**config.mk**
```make
export PLATFORM = sky130hd
export DESIGN_NAME = key_event_ctrl
export DESIGN_NICKNAME = d
export VERILOG_FILES = /design/src/rtl/key_event_ctrl.sv
export SDC_FILE = /design/constraint.sdc
export NUM_CORES = 1
export LEC_CHECK = 0
export ABC_CLOCK_PERIOD_IN_PS = 3400
export CORE_AREA = 8 8 105 107
export CTS_CLUSTER_DIAMETER = 50
export DETAILED_ROUTE_END_ITERATION = 10
export DIE_AREA = 0 0 113 115
export GPL_ROUTABILITY_DRIVEN = 0
export PLACE_DENSITY_LB_ADDON = 0.1
export SYNTH_ARGS = -nofsm -noshare
export SYNTH_HDL_FRONTEND = slang
export SYNTH_SLANG_ARGS = --single-unit
export TNS_END_PERCENT = 100
```
**constraint.sdc**
```tcl
create_clock -name clk -period 3.4 [get_ports clk]
set_input_delay 1.02 -clock clk [delete_from_list [all_inputs] [get_ports clk]]
set_output_delay 1.02 -clock clk [all_outputs]
set_load 0.005 [all_outputs]
```
**src/rtl/key_event_ctrl.sv**
```systemverilog
// key_event_ctrl: turns PS/2 scan-code bytes into make/break events, moves the
// display cursor, writes printable characters to the display and queues their
// ASCII codes for the UART transmitter.
module key_event_ctrl #(
    parameter int unsigned DIGITS     = 8,
    parameter int unsigned FIFO_DEPTH = 8,
    parameter int unsigned AUTO_ADV   = 1,
    parameter int unsigned REPEAT_EN  = 0
) (
    input  logic       clk,
    input  logic       rst_n,
    input  logic [7:0] code_byte,
    input  logic       code_valid,
    output logic [7:0] conv_code,
    input  logic [7:0] ascii_in,
    output logic       disp_we,
    output logic [2:0] disp_idx,
    output logic [7:0] disp_char,
    output logic [2:0] cursor,
    output logic [7:0] tx_data,
    output logic       tx_valid,
    input  logic       tx_ready,
    output logic       overflow
);

    localparam int unsigned AW = $clog2(FIFO_DEPTH);
    localparam logic [2:0]  CUR_LAST = 3'(DIGITS - 1);

    typedef enum logic [1:0] {
        S_IDLE,
        S_EXT,
        S_BRK,
        S_EXT_BRK
    } state_t;

    state_t      state_q, state_d;
    logic        is_make, is_break, ev_ext;
    logic [8:0]  ev_key;
    logic        key_match, make_pass;

    logic [8:0]  held;
    logic        held_valid;
    logic        act_valid, act_ext;

    logic        do_write, push;
    logic [7:0]  wr_char, push_data;
    logic [2:0]  cursor_d;

    logic [7:0]  mem [FIFO_DEPTH];
    logic [AW-1:0] wr_ptr, rd_ptr;
    logic [AW:0] count;
    logic        full, pop, push_ok;

    // Prefix state register
    always_ff @(posedge clk or negedge rst_n) begin
        if (!rst_n) state_q <= S_IDLE;
        else        state_q <= state_d;
    end

    // Prefix decode: next state and make/break event classification
    always_comb begin
        state_d  = state_q;
        is_make  = 1'b0;
        is_break = 1'b0;
        ev_ext   = 1'b0;
        if (code_valid) begin
            case (state_q)
                S_IDLE: begin
                    if (code_byte == 8'hE0)      state_d = S_EXT;
                    else if (code_byte == 8'hF0) state_d = S_BRK;
                    else                         is_make = 1'b1;
                end
                S_EXT: begin
                    if (code_byte == 8'hF0) state_d = S_EXT_BRK;
                    else begin
                        is_make = 1'b1;
                        ev_ext  = 1'b1;
                        state_d = S_IDLE;
                    end
                end
                S_BRK: begin
                    is_break = 1'b1;
                    state_d  = S_IDLE;
                end
                S_EXT_BRK: begin
                    is_break = 1'b1;
                    ev_ext   = 1'b1;
                    state_d  = S_IDLE;
                end
                default: state_d = S_IDLE;
            endcase
        end
        ev_key    = {ev_ext, code_byte};
        key_match = held_valid && (ev_key == held);
        make_pass = is_make && !(key_match && (REPEAT_EN == 0));
    end

    // Held-key tracking and the event stage feeding the action stage
    always_ff @(posedge clk or negedge rst_n) begin
        if (!rst_n) begin
            held       <= '0;
            held_valid <= 1'b0;
            act_valid  <= 1'b0;
            act_ext    <= 1'b0;
            conv_code  <= '0;
        end else begin
            act_valid <= make_pass;
            act_ext   <= ev_ext;
            if (make_pass) begin
                held       <= ev_key;
                held_valid <= 1'b1;
                conv_code  <= code_byte;
            end else if (is_break && key_match) begin
                held_valid <= 1'b0;
            end
        end
    end

    // Action decode: cursor movement, display write and queue push
    always_comb begin
        do_write  = 1'b0;
        push      = 1'b0;
        wr_char   = '0;
        push_data = '0;
        cursor_d  = cursor;
        if (act_valid && !act_ext) begin
            case (conv_code)
                8'h6B: if (cursor != CUR_LAST) cursor_d = cursor + 3'd1;
                8'h74: if (cursor != 3'd0)     cursor_d = cursor - 3'd1;
                8'h66: begin
                    do_write  = 1'b1;
                    wr_char   = 8'h20;
                    push      = 1'b1;
                    push_data = 8'h08;
                end
                default: begin
                    if (ascii_in != 8'h00) begin
                        do_write  = 1'b1;
                        wr_char   = ascii_in;
                        push      = 1'b1;
                        push_data = ascii_in;
                        if ((AUTO_ADV != 0) && (cursor != 3'd0))
                            cursor_d = cursor - 3'd1;
                    end
                end
            endcase
        end
    end

    // Display write strobe, held index/char, and cursor register
    always_ff @(posedge clk or negedge rst_n) begin
        if (!rst_n) begin
            disp_we   <= 1'b0;
            disp_idx  <= '0;
            disp_char <= '0;
            cursor    <= CUR_LAST;
        end else begin
            disp_we <= do_write;
            cursor  <= cursor_d;
            if (do_write) begin
                disp_idx  <= cursor;
                disp_char <= wr_char;
            end
        end
    end

    assign full     = (count == (AW+1)'(FIFO_DEPTH));
    assign tx_valid = (count != '0);
    assign pop      = tx_valid && tx_ready;
    // When full, a simultaneous pop frees the head slot that wr_ptr points at
    assign push_ok  = push && (!full || pop);
    assign tx_data  = tx_valid ? mem[rd_ptr] : '0;

    // Queue storage
    always_ff @(posedge clk) begin
        if (push_ok) mem[wr_ptr] <= push_data;
    end

    // Queue pointers, occupancy and sticky overflow flag
    always_ff @(posedge clk or negedge rst_n) begin
        if (!rst_n) begin
            wr_ptr   <= '0;
            rd_ptr   <= '0;
            count    <= '0;
            overflow <= 1'b0;
        end else begin
            if (push_ok) wr_ptr <= wr_ptr + 1'b1;
            if (pop)     rd_ptr <= rd_ptr + 1'b1;
            if (push_ok && !pop)      count <= count + 1'b1;
            else if (!push_ok && pop) count <= count - 1'b1;
            if (push && !push_ok) overflow <= 1'b1;
        end
    end

endmodule

```
# After elaboration in Yosys (flattened, before gate mapping)
# Memories as Yosys holds them, arrays and structs flattened.
# Cells that the tools add are included.
# classes
add_sub_neg,6
n_reduce_logical,26
n_eq_ne,13
bitwise_logic,1
n_mux,31
# ops
operator,n
$mux W8,4
$pmux W8 S2,2
$eq A8 B7 Y1 const B,3
$eq A8 B8 Y1 const B,2
$mux W1,12
$add A3 B1 Y3 const B,3
$eq A9 B9 Y1,1
$logic_and A1 B1 Y1,9
$mux W3,3
$pmux W3 S3,1
$mux W4,2
$reduce_bool A8 Y1,1
$mux W2,3
$ne A3 B3 Y1 const B,2
$pmux W1 S2,3
$pmux W2 S3,1
$reduce_bool A3 Y1,2
$logic_not A1 Y1,5
$add A4 B1 Y4 const B,1
$eq A2 B2 Y1 const B,2
$eq A4 B4 Y1 const B,1
$reduce_and A4 Y1,1
$reduce_bool A2 Y1,2
$reduce_bool A4 Y1,1
other kinds (9),10
# totals
out_inout_bits,33
regBits,48
mem_bits_rw,64
n_memories,1
in_bits,20
word_cells,92
# memory_table
memory,words,word_bits,read_ports,rd_ports_with_merged_regs,wr,line_no,source
mem,8,8,1,0,1,49,logic [7:0] mem [FIFO_DEPTH];

# Logic depth before layout (Yosys ltp)
# Gate-level depths: netlist (run 1).
# logic_depth
ltp_word,9
ltp_mapped,15
ltp_nobuf,15

# Worst setup path after synthesis (run 1)
# OpenSTA, ideal clock, no wires.
# synth_path
path_type,input -> register
startpoint,input ascii_in[0]
endpoint,register count[3]
t_arrival_ps,3111
t_required_ps,3275
path_buffers,0
slack_ps,163
setup_time_ps,125
stages,14
path_cell_list,nor4_1 nand2_1 o2111ai_1 inv_2 nand2_1 inv_1 ha_1 inv_1 ha_1 a21o_1 a21oi_1 xnor2_1 nor2_1 xor2_1
# synth_via
elab_chain_cells,8
elab_cells_between_ends,10
classes_between,mux (4); reduce/logical (6)
# synth_lines
element,line_no,source
from (decl),15,"input logic [7:0] ascii_in,"
$reduce_bool A8 Y1 (*),137,if (ascii_in != 8'h00) begin
$mux W1 (*),n/a,
$pmux W1 S2 (*),n/a,
$mux W1 (*),n/a,
via do_write,45,"logic do_write, push;"
$logic_and A1 B1 Y1 (*),171,assign push_ok = push && (!full || pop);
via push_ok,52,"logic full, pop, push_ok;"
$logic_not A1 Y1,190,else if (!push_ok && pop) count <= count - 1'b1;
$logic_and A1 B1 Y1,190,
$reduce_bool A2 Y1 (no source line),n/a,
to (signal assigned),189,if (push_ok && !pop) count <= count + 1'b1;
to (signal assigned),190,
to (decl),51,logic [AW:0] count;
# The timed path passes the listed nets; every way through them passes the cells marked *.
# A chain may end at the register's enable or synchronous reset.

# Worst setup path in the final report (run 1)
# layout_path
startpoint,input ascii_in[2]
endpoint,register count[3]
# The elaborated chain is that of the path after synthesis.

==> impl_metrics.json, run 1 <==
{
  "clock_latency_ns": 0.36,
  "cts_buffers": 9,
  "p_switching_w": 0.001223,
  "comb_power_share_pct": 34.1,
  "drt-vias-per-instance": 5.470,
  "setup_tns_ns": 0,
  "arrival_ns": 3.49,
  "core_um2": 9459,
  "p_leak_nw": 2.199,
  "max-vdd-ir-drop_mv": 0.3738,
  "intPower_w": 0.002780,
  "clockBufferDepth": 2,
  "synth-seq-cells": 104,
  "r2r_cells": 14,
  "die_area_um2": 13000,
  "setup_viol": 0,
  "first_global_vias": 3095,
  "postSynthCellCount": 308,
  "status": "finished clean",
  "rows": 36,
  "cp_max_fo": 2,
  "final_max_slew_viol_count": 0,
  "holdWs_ns": 0.4885,
  "cts.sink_count": 104,
  "layout_commonest_cell": "edfxtp_1",
  "ys_seq_area_share_pct": 63.54,
  "fin_crit_ns": 3.246,
  "skew_ns": 0.009718,
  "fmax_mhz": 308.1,
  "hold_viol": 0,
  "ys.flop_type": "edfxtp_1",
  "ctsHoldBuffers": 0,
  "vias": 2768,
  "cp.required_ns": 3.65,
  "grt_pass1_wl_um": 15990,
  "start_util_pct": 48.69,
  "slowest_delay_ns": 0.44,
  "routed_wl_um": 9486,
  "port_buffers": 52,
  "drtAntennaViolNets": 0,
  "relSlewSlack_pct": 40.07,
  "grt_usage_pct": 15.84,
  "n_antenna_cell": 0,
  "ios": 53,
  "antenna_found_initial": 0,
  "final_util_pct": 59.92,
  "path_cells": "clkdlybuf4s50_1, nor4_2, buf_4, nand2_1, o2111ai_2, inv_2, nand2_1, inv_1, ha_1, inv_2, ha_1, a21o_1, a21oi_2, xnor2_1, nor2_1, xor2_1",
  "path_class": "input pin to register",
  "critPathBufInv": 5,
  "critPathSlowestCell": "clkdlybuf4s50_1",
  "synth_fp_nets": 335,
  "area_growth_pct": 23.06,
  "rsz0062_at_grt": "no",
  "critPathTopFamily": "buffers and inverters",
  "worst_slew_pin_slew_ns": 0.8989,
  "mostFrequentLayoutCells": "edfxtp_1, clkdlybuf4s50_1, dfrtp_1, buf_4, nor2_1",
  "synth-edff-count": 64,
  "fp.dieW_um": 113,
  "cp-start-kind": "input pin",
  "dpl.hpwl_um": 6757,
  "grt_max_degree": 41,
  "nFillCells": 752,
  "htree_levels": 3,
  "powerDensity_nw_per_um2": 706.2,
  "postSynth.asyncResetShare_pct": 38.46,
  "grt_overflow": 0,
  "cts_root_buffer": "clkbuf_8",
  "crit_cells": 16,
  "wl_per_cell_um": 18.75,
  "yosysWarnings": 0,
  "drive_above_1_share_pct": 23.98,
  "p_clk_share_pct": 20.3,
  "syn_area_um2": 4606,
  "placed_cell_area_um2": 5425,
  "cts_setup_buffers": 0,
  "avgSynthCellArea_um2": 14.95,
  "drt_pre_antenna_iters": 4,
  "fin_crit_sh_pct": 95.46,
  "nets": 414,
  "design_area_um2": 5668,
  "cp-end-kind": "register",
  "drv_cap": 0,
  "cts_tree": "yes",
  "pwr-share-seq_pct": 45.7,
  "clk_pin_slew_ns": 0.10,
  "synthDistinctLibCells": 51,
  "post-route-drc-count": 0,
  "drt_iter0_drc": 83,
  "hold_class": "register to register",
  "p_sw_share_pct": 30.56,
  "hold_depth": 1,
  "die_h_um": 115,
  "fin_total_pwr_w": 0.004003
}
## per-stage QoR
| stage | setup WS (ns) | std cells |
|---|---|---|
| 3_3_place_gp | -0.3905 | 490 |
| 6_report | 0.1543 | 506 |
| 3_5_place_dp | -0.4313 | 490 |
| 4_1_cts | 0.004911 | 506 |
| 5_1_grt | 0.04005 | 506 |
| 2_1_floorplan | 0.1635 | 308 |
## routing by layer
metal  up-vias  wire (um)  global-route usage, %
met5         -          0                      0
met4         0         49                  5.062
met3         6        630                  3.939
met2        81       4674                  27.62
met1      1377       4131                  18.90
li1       1304          -                      -
## path summary, 6_finish.rpt
kind	from	end	slack [ns]
min reg2reg	overflow	overflow	0.49
max in group asynchronous	rst_n	rd_ptr[1]	2.01
max	ascii_in[2]	count[3]	0.15
min	overflow	overflow	0.49
min in group asynchronous	rst_n	held[7]	0.77
max reg2reg	conv_code[3]	count[3]	0.53
## cell usage after synthesis, types with 2 or more instances
library cell	count	share of area [%]
a22o_1	7	1.3
o21bai_1	2	0.33
nor2_1	23	1.9
buf_1	2	0.16
mux4_2	16	7.8
mux2_2	10	2.4
nand3_1	4	0.43
nand3b_1	4	0.65
nand2_1	20	1.6
xnor2_1	8	1.5
buf_2	4	0.43
nor2b_1	2	0.27
ha_1	5	1.4
a31oi_1	4	0.54
nor3_1	8	0.87
and3_1	7	0.95
mux2_1	2	0.49
and2_1	2	0.27
xor2_1	9	1.7
o21ai_0	3	0.33
nor3b_1	2	0.33
a21oi_1	3	0.33
nand2b_1	7	0.95
clkbuf_1	3	0.24
dfrtp_1	37	20
inv_1	6	0.49
nor4_1	3	0.41
edfxtp_1	64	42
dfstp_2	3	1.7
mux2i_1	9	2.0
fa_1	2	0.87
buf_4	8	1.3
## cell families (layout without fill, tap and decap cells)
kind of cell	after synthesis	in the layout	synth area share, %
buffers and inverters	24	108	2.717
muxes	37	37	12.71
and+or+nand+nor	88	88	9.943
adders and majority gates	7	7	2.228
xor gates and xnor gates	17	17	3.233
DFF	104	104	63.54
AOI/OAI and AO/OA	31	31	5.624
## registers in the layout, summed over array words and instances (netlist names)
register,count
overflow,1
state_q,2
rd_ptr,3
held,2
disp_char,8
disp_we,1
act_valid,1
wr_ptr,3
mem,64
act_ext,1
count,4
held_valid,1
cursor,3
disp_idx,3
conv_code,7
## worst register-to-register path: stages, from the launching register on
cell and delay (ns):
dfrtp_1 0.45, or3b_1 0.46, a211oi_1 0.30, o2111ai_2 0.18, inv_2 0.10, nand2_1 0.07
inv_1 0.06, ha_1 0.17, inv_2 0.05, ha_1 0.26, a21o_1 0.19, a21oi_2 0.15
xnor2_1 0.13, nor2_1 0.06, xor2_1 0.14
## power groups by stage
stage          sequential (W)  combinational (W)  clock, W
6_report              0.00183            0.00136  0.000811
5_1_grt               0.00187            0.00151  0.000886
4_1_cts               0.00184            0.00139  0.000837
3_5_place_dp          0.00186            0.00139         0
3_3_place_gp          0.00185            0.00136         0
2_1_floorplan         0.00175           0.000845         0
## area by class of cell
type	count	area, um^2	share of cell area (%)
Inverter	7	26.28	0.4636
Multi-Input combinational cell	180	1577	27.81
Clock buffer	9	123.9	2.185
Sequential cell	104	2928	51.66
Clock inverter	7	85.08	1.501
Timing Repair Buffer	85	785.8	13.86
Tap cell	114	142.6	2.517
## what timing repair did
item,in CTS,in global routing
pin swaps,0,4
setup endpoints to repair,4,1
hold endpoints to repair,0,0
gates resized for setup,3,7
No activity file was read; power rests on OpenSTA's default activity.
==> run 2, diff against run 1 <==
Settings changed: ABC_CLOCK_PERIOD_IN_PS 3400 to not set.
==> results of run 2 <==
The final DEF is identical to that of run 1; final timing and power are the same.
==> run 3, diff against run 2 <==
Settings changed: MAX_ROUTING_LAYER set to met4.
==> run 3 against run 2 <==
  * Die area unchanged
  * Wire length decreased by 0.23%
  * Flip-flop and latch count unchanged
  * Clock power about the same
  * Sequential share of layout area unchanged
  * Worst setup slack improved by 0.011 ns
  * Clock skew increased by 0.00069 ns
  * Final area unchanged
==> impl_metrics.json, run 3 (synthesis gave the netlist of run 1 again) <==
{
  "grt_max_degree": 41,
  "nets": 414,
  "cts_root_buffer": "clkbuf_8",
  "layout_commonest_cell": "edfxtp_1",
  "routed_wl_um": 9464,
  "largest-register": "mem",
  "grt_usage_pct": 16.33,
  "reg.largest.list": "mem (64), disp_char (8), conv_code (7)",
  "place_inst": 490,
  "path_cells": "clkdlybuf4s50_1, nor4_2, buf_4, nand2_1, o2111ai_2, inv_2, nand2_1, inv_1, ha_1, inv_2, ha_1, a21o_1, a21oi_2, xnor2_1, nor2_1, xor2_1",
  "finalNonFillerCells": 506,
  "cp-start-kind": "input pin",
  "cts_tree": "yes",
  "r2r_start": "conv_code[3]",
  "grt_pass1_wl_um": 15970,
  "status": "finished clean",
  "cp_max_fo": 2,
  "drv_cap": 0,
  "r2r_end": "count[3]",
  "post-route-drc-count": 0,
  "final_max_slew_viol_count": 0,
  "cp-end-kind": "register",
  "setup_viol": 0,
  "drt_pre_antenna_iters": 4,
  "die_h_um": 115,
  "skew_ns": 0.01041,
  "hold_end": "overflow",
  "cts.sink_count": 104,
  "drtAntennaViolNets": 0,
  "placed_cell_area_um2": 5425,
  "arrival_ns": 3.49,
  "hold_depth": 1,
  "p_leak_nw": 2.199,
  "die_area_um2": 13000,
  "fp.dieW_um": 113,
  "r2r_setup_slack_ns": 0.54,
  "fin_crit_sh_pct": 95.13,
  "cts_buffers": 9,
  "core_um2": 9459,
  "clockBufferDepth": 2,
  "critPathBufInv": 5,
  "grt_overflow": 0,
  "hold_class": "register to register",
  "final_util_pct": 59.92,
  "drt_iter0_drc": 77,
  "fin_crit_ns": 3.234,
  "htree_levels": 3,
  "largest_reg_flops": 64,
  "n_antenna_cell": 0,
  "start_util_pct": 48.69,
  "worst_slew_pin_slew_ns": 0.8949,
  "clk_pin_slew_ns": 0.10,
  "drt-vias-per-instance": 5.466,
  "powerDensity_nw_per_um2": 706.4,
  "design_area_um2": 5668,
  "drive_above_1_share_pct": 23.98,
  "r2r_cells": 14,
  "antenna_found_initial": 0,
  "cts_setup_buffers": 0,
  "nFillCells": 752,
  "clock_latency_ns": 0.36,
  "critPathTopFamily": "buffers and inverters",
  "rsz0062_at_grt": "no",
  "hold_viol": 0,
  "critPathSlowestCell": "clkdlybuf4s50_1",
  "hold_start": "overflow",
  "vias": 2766,
  "port_buffers": 52,
  "path_class": "input pin to register",
  "cp.required_ns": 3.65,
  "relSlewSlack_pct": 40.34,
  "area_growth_pct": 23.06,
  "mostFrequentLayoutCells": "edfxtp_1, clkdlybuf4s50_1, dfrtp_1, buf_4, nor2_1",
  "slowest_delay_ns": 0.44,
  "fmax_mhz": 309.2,
  "max-vdd-ir-drop_mv": 0.3752,
  "first_global_vias": 3102,
  "rows": 36,
  "wl_per_cell_um": 18.70,
  "ios": 53,
  "dpl.hpwl_um": 6757
}
## run 3: worst register-to-register path, cell delays in order, from the launching register on
cell and delay, ns:
dfrtp_1 0.45, or3b_1 0.46, a211oi_1 0.30, o2111ai_2 0.18
inv_2 0.10, nand2_1 0.06, inv_1 0.06, ha_1 0.17
inv_2 0.05, ha_1 0.26, a21o_1 0.19, a21oi_2 0.15
xnor2_1 0.13, nor2_1 0.06, xor2_1 0.14
## run 3: metal layers
| layer | vias up | track usage, % | part of all wire [%] |
|---|---|---|---|
| met1 | 1380 | 19.37 | 44 |
| met5 | - | - | 0 |
| met4 | 0 | 5.062 | 0.87 |
| met3 | 7 | 3.256 | 5.7 |
| met2 | 76 | 27.62 | 49 |
| li1 | 1303 | - | - |
## run 3: cell type report
cell class	count	area (um^2)	area share [%]
Inverter	7	26.28	0.4636
Tap cell	114	142.6	2.517
Sequential cell	104	2928	51.66
Timing Repair Buffer	85	785.8	13.86
Clock inverter	7	85.08	1.501
Multi-Input combinational cell	180	1577	27.81
Clock buffer	9	123.9	2.185
## run 3: worst max-delay path by stage
stage                           start       end  cells after the start
after floorplan           ascii_in[0]  count[3]                     14
after global placement    ascii_in[0]  count[3]                     16
after detailed placement  ascii_in[0]  count[3]                     16
after CTS                 ascii_in[0]  count[3]                     16
after global routing      ascii_in[2]  count[3]                     16
final                     ascii_in[2]  count[3]                     16
## run 3: where the power goes
part | switching, W | internal [W] | leakage, nW | total, W
logic | 0.000541 | 0.000822 | 1.03 | 0.00136
registers | 0.000230 | 0.00160 | 1.06 | 0.00183
clock network | 0.000453 | 0.000358 | 0.107 | 0.000811
## run 3: timing repair
action                                  4_1_cts  5_1_grt
resized for setup                             3        7
pin swaps                                     0        4
hold buffers                                  0        0
endpoints found under the setup margin        4        1
## run 3: metrics by stage
step / setup TNS (ns) / setup slack [ns] / total power (W) / hold slack, ns
4_1_cts: 0 / 0.004911 / 0.004065 / 0.4940
2_1_floorplan: 0 / 0.1635 / 0.002596 / 0.4678
6_report: 0 / 0.1656 / 0.004004 / 0.4880
3_5_place_dp: -0.9205 / -0.4313 / 0.003248 / 0.4609
3_3_place_gp: -0.8273 / -0.3905 / 0.003209 / 0.4610
5_1_grt: 0 / 0.04005 / 0.004268 / 0.5141
